## src/rtl/nibble_serial_alu_ctrl_pkg.sv

```systemverilog
// Shared encodings for the nibble-serial add/subtract sequencer.
package nibble_serial_alu_ctrl_pkg;

  typedef enum logic [1:0] {
    OP_ADD = 2'b00,
    OP_SUB = 2'b01,
    OP_ADC = 2'b10,
    OP_SBC = 2'b11
  } op_e;

  typedef enum logic [1:0] {
    ST_IDLE = 2'b00,
    ST_RUN  = 2'b01,
    ST_DONE = 2'b10
  } state_e;

endpackage

```

## src/rtl/nibble_serial_alu_ctrl_cla4.sv

```systemverilog
// 4-bit carry-lookahead slice; purely combinational, with group generate/propagate.
module nibble_cla4 (
  input  logic [3:0] a4,
  input  logic [3:0] b4,
  input  logic       cin,
  output logic [3:0] s4,
  output logic       cout,
  output logic       g_grp,
  output logic       p_grp
);

  logic [3:0] g;
  logic [3:0] p;
  logic [3:0] c;

  always_comb begin
    g = a4 & b4;
    p = a4 ^ b4;
    c[0] = cin;
    c[1] = g[0] | (p[0] & cin);
    c[2] = g[1] | (p[1] & g[0]) | (p[1] & p[0] & cin);
    c[3] = g[2] | (p[2] & g[1]) | (p[2] & p[1] & g[0]) | (p[2] & p[1] & p[0] & cin);
    g_grp = g[3] | (p[3] & g[2]) | (p[3] & p[2] & g[1]) | (p[3] & p[2] & p[1] & g[0]);
    p_grp = &p;
    cout = g_grp | (p_grp & cin);
    s4 = p ^ c;
  end

endmodule

```

## src/rtl/nibble_serial_alu_ctrl.sv

```systemverilog
// WIDTH-bit add/subtract sequencer reusing one 4-bit CLA slice, one nibble per cycle, LSB first.
//   state   | meaning
//   IDLE    | waiting for start, ready=1
//   RUN     | one nibble per cycle through the slice, busy=1
//   DONE    | result/flags valid, done pulses; start here chains the next op
module nibble_serial_alu_ctrl
  import nibble_serial_alu_ctrl_pkg::*;
#(
  parameter int WIDTH = 32
) (
  input  logic             clk,
  input  logic             rst_n,
  input  logic             start,
  input  logic [1:0]       op,
  input  logic             carry_in,
  input  logic [WIDTH-1:0] a,
  input  logic [WIDTH-1:0] b,
  output logic             ready,
  output logic             busy,
  output logic             done,
  output logic [WIDTH-1:0] result,
  output logic             flag_n,
  output logic             flag_z,
  output logic             flag_c,
  output logic             flag_v
);

  localparam int SLICES = WIDTH / 4;
  localparam int CNT_W  = (SLICES > 1) ? $clog2(SLICES) : 1;

  state_e           state;
  logic [WIDTH-1:0] a_r;
  logic [WIDTH-1:0] b_r;
  logic [WIDTH-5:0] acc;
  logic             carry_r;
  logic [CNT_W-1:0] cnt;
  logic             a_msb;
  logic             b_msb;

  logic [WIDTH-1:0] b_eff;
  logic             c_init;
  logic [3:0]       s4;
  logic             cout;
  logic [WIDTH-1:0] wide;

  always_comb begin
    b_eff  = b;
    c_init = 1'b0;
    case (op_e'(op))
      OP_ADD: begin b_eff = b;  c_init = 1'b0;     end
      OP_SUB: begin b_eff = ~b; c_init = 1'b1;     end
      OP_ADC: begin b_eff = b;  c_init = carry_in; end
      OP_SBC: begin b_eff = ~b; c_init = carry_in; end
      default: begin b_eff = b; c_init = 1'b0;     end
    endcase
  end

  nibble_cla4 u_cla (
    .a4   (a_r[3:0]),
    .b4   (b_r[3:0]),
    .cin  (carry_r),
    .s4   (s4),
    .cout (cout),
    .g_grp(),
    .p_grp()
  );

  // Newest nibble enters at the top; after SLICES cycles the word is in LSB-first order.
  assign wide = {s4, acc};

  always_ff @(posedge clk or negedge rst_n) begin
    if (!rst_n) begin
      state   <= ST_IDLE;
      a_r     <= '0;
      b_r     <= '0;
      acc     <= '0;
      carry_r <= 1'b0;
      cnt     <= '0;
      a_msb   <= 1'b0;
      b_msb   <= 1'b0;
      ready   <= 1'b1;
      busy    <= 1'b0;
      done    <= 1'b0;
      result  <= '0;
      flag_n  <= 1'b0;
      flag_z  <= 1'b0;
      flag_c  <= 1'b0;
      flag_v  <= 1'b0;
    end else begin
      done <= 1'b0;
      case (state)
        ST_IDLE, ST_DONE: begin
          if (start) begin
            a_r     <= a;
            b_r     <= b_eff;
            carry_r <= c_init;
            cnt     <= '0;
            a_msb   <= a[WIDTH-1];
            b_msb   <= b_eff[WIDTH-1];
            state   <= ST_RUN;
            ready   <= 1'b0;
            busy    <= 1'b1;
          end else begin
            state <= ST_IDLE;
            ready <= 1'b1;
            busy  <= 1'b0;
          end
        end
        ST_RUN: begin
          a_r     <= a_r >> 4;
          b_r     <= b_r >> 4;
          acc     <= wide[WIDTH-1:4];
          carry_r <= cout;
          cnt     <= cnt + 1'b1;
          if (cnt == CNT_W'(SLICES - 1)) begin
            state  <= ST_DONE;
            ready  <= 1'b1;
            busy   <= 1'b0;
            done   <= 1'b1;
            result <= wide;
            flag_n <= s4[3];
            flag_z <= (wide == '0);
            flag_c <= cout;
            flag_v <= (a_msb == b_msb) && (s4[3] != a_msb);
          end
        end
        default: begin
          state <= ST_IDLE;
          ready <= 1'b1;
          busy  <= 1'b0;
        end
      endcase
    end
  end

endmodule

```

## config.mk

```make
export PLATFORM = sky130hd
export DESIGN_NAME = nibble_serial_alu_ctrl
export DESIGN_NICKNAME = d
export VERILOG_FILES = /design/src/rtl/nibble_serial_alu_ctrl_pkg.sv /design/src/rtl/nibble_serial_alu_ctrl_cla4.sv /design/src/rtl/nibble_serial_alu_ctrl.sv
export SDC_FILE = /design/constraint.sdc
export NUM_CORES = 1
export LEC_CHECK = 0
export CORE_MARGIN = 3
export CORE_UTILIZATION = 34
export CTS_BUF_LIST = sky130_fd_sc_hd__clkbuf_8
export DETAILED_ROUTE_END_ITERATION = 10
export GPL_TIMING_DRIVEN = 1
export HOLD_SLACK_MARGIN = 0.05
export PLACE_DENSITY = 0.53
export SYNTH_ARGS = -nofsm -noshare
export SYNTH_HDL_FRONTEND = slang
export SYNTH_SLANG_ARGS = --single-unit
export TNS_END_PERCENT = 50
```

## constraint.sdc

```tcl
create_clock -name clk -period 3.5 [get_ports clk]
set_input_delay 0.7 -clock clk [delete_from_list [all_inputs] [get_ports clk]]
set_output_delay 0.7 -clock clk [all_outputs]
set_load 0.02 [all_outputs]
```

**Word level (Yosys, flattened, before mapping)**

Index checks and enable logic that the tools add are counted.

- Register bits after elaboration: 139
- Bits in latches: 0
- Bits in writable memories: 0
- Bits in read-only memories: 0
- Input bits: 70
- Output and inout port bits: 39
- Word-level logic and storage cells: 90
- Memories kept: 0

- Add/sub/neg operators: 1
- Multipliers: 0
- Div/mod/pow operators: 0
- $lt $le $gt $ge: 0
- Equality and inequality tests: 10
- Shift operators: 0
- Muxes and demuxes: 21
- Bitwise logic cells: 29
- Reduce and logical (&&, ||, !) cells: 13

Operators by type and width:

| kind | number |
|---|---|
| one-hot mux 32 bit (2 select lines) | 3 |
| 2-to-1 mux 32 bit | 2 |
| zero test 32 bit | 1 |
| inverter 32 bit | 1 |
| AND 1 bit | 15 |
| bitwise OR 1 bit | 10 |
| 2-to-1 mux 1 bit | 8 |
| OR reduction 2 bit | 4 |
| bitwise XOR 4 bit | 2 |
| equality test 2 bit, second input constant | 3 |
| one-hot mux 1 bit (2 select lines) | 3 |
| one-hot mux 3 bit (2 select lines) | 1 |
| AND reduction 2 bit | 3 |
| AND 4 bit | 1 |
| equality test 2 x 1 -> 1 bit, second input constant | 2 |
| zero test 2 bit | 2 |
| != test 2 bit, second input constant | 2 |
| one-hot mux 2 bit (2 select lines) | 1 |
| AND reduction 4 bit | 1 |
| adder 3 x 1 -> 3 bit, second input constant | 1 |
| equality test 3 bit, second input constant | 1 |
| 2-to-1 mux 3 bit | 1 |
| one-hot mux 1 bit (3 select lines) | 1 |
| 2-to-1 mux 2 bit | 1 |
| 4 further kinds | 4 |

**Logic depth before layout (Yosys ltp)**

- Depth after elaboration: 8
- Mapped depth: 8
- Mapped depth without buffers: 7

**Cells and area by module**

A second synthesis with hierarchy kept.

- Cell total of the unflattened synthesis: 544
- Area, all modules: 5995.8 um2

By module, submodules not included:

| module | instances | cells each | area an instance (um2) |
|---|---|---|---|
| nibble_serial_alu_ctrl | 1 | 522 | 5813.1 |
| nibble_cla4 | 1 | 22 | 182.7 |

**Least setup slack after synthesis**

No wires, ideal clock.

- Kind: register to register
- Start point: register a_r[0]
- End point: register flag_z
- Arrival time: 1.573 ns
- Data required time: 3.434 ns
- Slack: 1.861 ns
- Cell stages (with the launch flop): 7
- Path buffers: 0
- Period minus slack after synthesis: 1.639 ns
- Cells stage by stage: dfrtp_1 > inv_1 > fa_1 > nor4b_1 > nand4_1 > nor3_1 > a31o_1

- Word-level cells in the longest chain between the ends: 6

Ends and longest elaborated chain:

| item | RTL line | RTL |
|---|---|---|
| start: declaration | nibble_serial_alu_ctrl.sv:32 | `logic [WIDTH-1:0] a_r;` |
| start signal: assignment | nibble_serial_alu_ctrl.sv:110 | `a_r <= a_r >> 4;` |
| AND 4 bit or bitwise XOR 4 bit (tied branches) | nibble_serial_alu_ctrl_cla4.sv:17, nibble_serial_alu_ctrl_cla4.sv:18 |  |
| AND 1 bit, on equally long branches | nibble_serial_alu_ctrl_cla4.sv:21, nibble_serial_alu_ctrl_cla4.sv:22 |  |
| bitwise OR 1 bit (tied with other cells) | nibble_serial_alu_ctrl_cla4.sv:21 | `c[2] = g[1] \| (p[1] & g[0]) \| (p[1] & p[0] & cin);` |
| bitwise OR 1 bit, on equally long branches | nibble_serial_alu_ctrl_cla4.sv:21, nibble_serial_alu_ctrl_cla4.sv:22 |  |
| bitwise XOR 4 bit (*) | nibble_serial_alu_ctrl_cla4.sv:26 | `s4 = p ^ c;` |
| zero test 32 bit (*) | nibble_serial_alu_ctrl.sv:122 | `flag_z <= (wide == '0);` |
| end signal: assignment | nibble_serial_alu_ctrl.sv:122 |  |
| end: declaration | nibble_serial_alu_ctrl.sv:23 | `output logic flag_z,` |

Mark *: on every way between the ends. The rest lies on a longest branch, timed or not.
A chain may end at the register's enable or synchronous reset.

**Worst setup path in the final report**

- Start point: register ready
- End point: output port ready

RTL lines:

| item | RTL line | RTL |
|---|---|---|
| start: declaration | nibble_serial_alu_ctrl.sv:18 | `output logic ready,` |
| start signal: assignment | nibble_serial_alu_ctrl.sv:81 | `ready <= 1'b1;` |
| start signal: assignment | nibble_serial_alu_ctrl.sv:101 | `ready <= 1'b0;` |
| start signal: assignment | nibble_serial_alu_ctrl.sv:105 | `ready <= 1'b1;` |

No word-level cell between the ends.

==> results by group <==
Timing
  – Final Hold Viols: 0
  – Final setup fails: 0
  – Final period util: 0.651
  – Maximum clock frequency: 0.439 GHz
  – Setup_tns: 0 ns
  – Final worst slack: 1.22 ns
  – RSZ-0062 raised after global routing: no
  – Worst slew margin: 0.261
  – Clock skew: 0.0126 ns
  – Hold slack: roughly 0.25 ns
  – Pins over their slew limit: 0
  – Worst-Margin Slew: 1.11 ns
  – Minimum clock period: about 2.3 ns

Clock network
  – TritonCTS Buffers: 17
  – Hold buffers post-CTS: 0
  – Maximum level of the CTS H-tree: 4
  – Postcts setup bufs: 0
  – Clock-pin slew of the registers on the worst-case setup and hold paths: 0.07 ns
  – Clock Latency Late Sink: 0.44 ns
  – Cts repair resizes: 0
  – CTS tree: yes
  – Root Buffer: clkbuf_8
  – Clock Path Buffers: 2
  – TritonCTS Sinks: 138

Global route
  – Vias in the first global route: 4611
  – GRT Total Usage: 0.147
  – Initial antenna violation count: 0
  – Largest net degree at the start of global routing: 68
  – Grt ovf: 0
  – Global-route wire length before repair: between 20000 and 25000 microns

Yosys
  – Post-Syn Nets: 682
  – Synth Warn #: 0
  – Synthesized area: 5970 sq um
  – Top cells by area, synth: dfrtp_1, nand2_1, a221o_1
  – Yosys cell types: 42
  – Sequential share of the synthesized area: 0.579
  – Synth top area share: 0.575
  – Area leader, netlist: dfrtp_1
  – Syn avg cell area: 9.86 sq um
  – Cells after Synth: 605
  – Post-synthesis sequential element count: 138

Routing
  – DR top layer: met4
  – DR iter-0 viols: between 200 and 300
  – DRT Pass-1 Iters: 7
  – Detail Route Antenna Nets: 0
  – DRC: 0
  – Met2 WL post-DR: 6550 microns
  – WL/cell: 14.6 microns
  – Drt via density: about 4.8
  – Met3 WL: around 700 microns
  – Vias: 4502
  – Total Routed Length: 13700 microns
  – Met1 wire length: 6250 microns

Critical path
  – Critical Path Stages: 1
  – Worst r2r path cells: 6
  – CP bufs+invs: 1
  – CP top delay family: buffers and inverters
  – End of the critical path: ready
  – Reg-to-Reg End: flag_z
  – Reg-to-reg startpoint: carry_r
  – Worst-path cell chain: clkdlybuf4s50_1
  – CP arrival: 1.58 ns
  – Crit path launch: ready
  – Largest stage delay, worst path: 0.61 ns
  – CP Launch Type: flip-flop
  – Crit Path Max Fanout: 2
  – Setup Crit Path Kind: reg2out
  – R2R Setup Slk: 1.54 ns
  – Crit-path slowest cell: clkdlybuf4s50_1
  – CP Capture Type: output pin
  – Worst EP required: approximately 2.8 ns

Final layout
  – Nets: around 780
  – Most common cell after layout, fill and taps aside: nand2_1
  – Post-route non-filler standard cell count: 934
  – Layout cells sized above 1: 0.0644
  – Inserted Diodes: 0
  – Final Util: 0.445
  – Fillers: 1661
  – Final Cell Area: 7520 sq um
  – Area Overhead vs Synth: 26.0%
  – Most frequent cells in the layout: nand2_1, dfrtp_1, clkdlybuf4s50_1, nor2_1, xnor2_1

Worst hold path
  – Class of the tightest hold or removal check: in2async

Power
  – VDD IR max: 346 uV
  – Pwr Density: 888 nW/um^2
  – Leakage: about 3.5 nW
  – Power consumption: between 6 and 7 mW

Run status
  – Status: finished clean

Job
  – Max cap viols: 0

Floorplan
  – Ports: 109
  – Die height: 138 microns
  – Core area: 16900 sq um
  – Initial Utilization: 0.354
  – Rows: 47
  – Die ar.: 19200 sq um
  – DIE WIDTH: 138 microns

Place
  – Port Buffers: about 110
  – DPL Wire Length: 9270 microns
  – Placed Instances: 902
  – Placed Area: ~7200 sq um
  – Place WS: between 1 and 1.5 ns
  – GPL Wtd Cong: 0.761
[report_power, final]
part	switching, mW	internal, mW	total [mW]
combinational	1.55	1.18	2.73
sequential	0.500	2.32	2.82
clock	0.578	0.550	1.13
total	2.62	4.05	6.67
[layer usage]
metal,GRT usage,vias up
li1,-,2208
met1,0.199,2175
met2,0.229,106
met3,0.0380,13
met4,0.0510,0
met5,0,-
[how the worst min path moves through the flow]
stage,cells after the start,to,startpoint,slack (ns)
6_report,1,result[20],rst_n,0.25
2_1_floorplan,0,a_msb,rst_n,0.40
3_3_place_gp,2,a_r[24],a_r[24],0.46
5_1_grt,1,result[19],rst_n,0.28
4_1_cts,1,result[19],rst_n,0.26
3_5_place_dp,2,result[13],result[13],0.46
[state kept, by name, indices dropped and copies added (netlist names)]
name / cells
acc: 28
done: 1
a_msb: 1
carry_r: 1
ready: 1
flag_c: 1
a_r: 32
b_msb: 1
state: 2
result: 32
b_r: 32
flag_z: 1
cnt: 3
busy: 1
flag_v: 1
[cell usage after synthesis (all sizes together)]
cell type	n
a22o	5
xor2	2
a311o	1
ha	6
dfstp	1
nor4b	1
and3b	1
nand2	239
a21oi	1
o21ai	16
o31ai	1
a211oi	1
nand4	2
nand4b	1
nor2	34
a221o	29
a31o	1
nor4	5
nor3	4
a22oi	27
o211ai	1
fa	1
dfrtp	137
mux2i	1
nand2b	2
nor2b	2
clkbuf	9
nand3	1
o221ai	1
buf	31
a21o	1
inv	6
or3	1
xnor2	32
and2b	1
[final cells by class]
cell class                      count  area, sq um  share of cell area
Sequential cell                   138         3450               0.460
Inverter                            6         22.5             0.00300
Clock buffer                       21          289              0.0385
Multi-Input combinational cell    421         2260               0.301
Clock inverter                     11         56.3             0.00749
Timing Repair Buffer              117         1160               0.154
Tap cell                          220          275              0.0366
[kinds of logic after synthesis]
family / Yosys count / share of synthesized area
AO/OA/AOI/OAI: 85 / 0.115
XOR/XNOR: 34 / 0.0499
AND/OR/NAND/NOR: 294 / 0.195
multiplexers: 1 / 0.00168
flip-flops: 138 / 0.579
adder cells (fa/ha/maj): 7 / 0.0159
buffers and inverters: 46 / 0.0434
No activity file was read; power rests on OpenSTA's default activity.
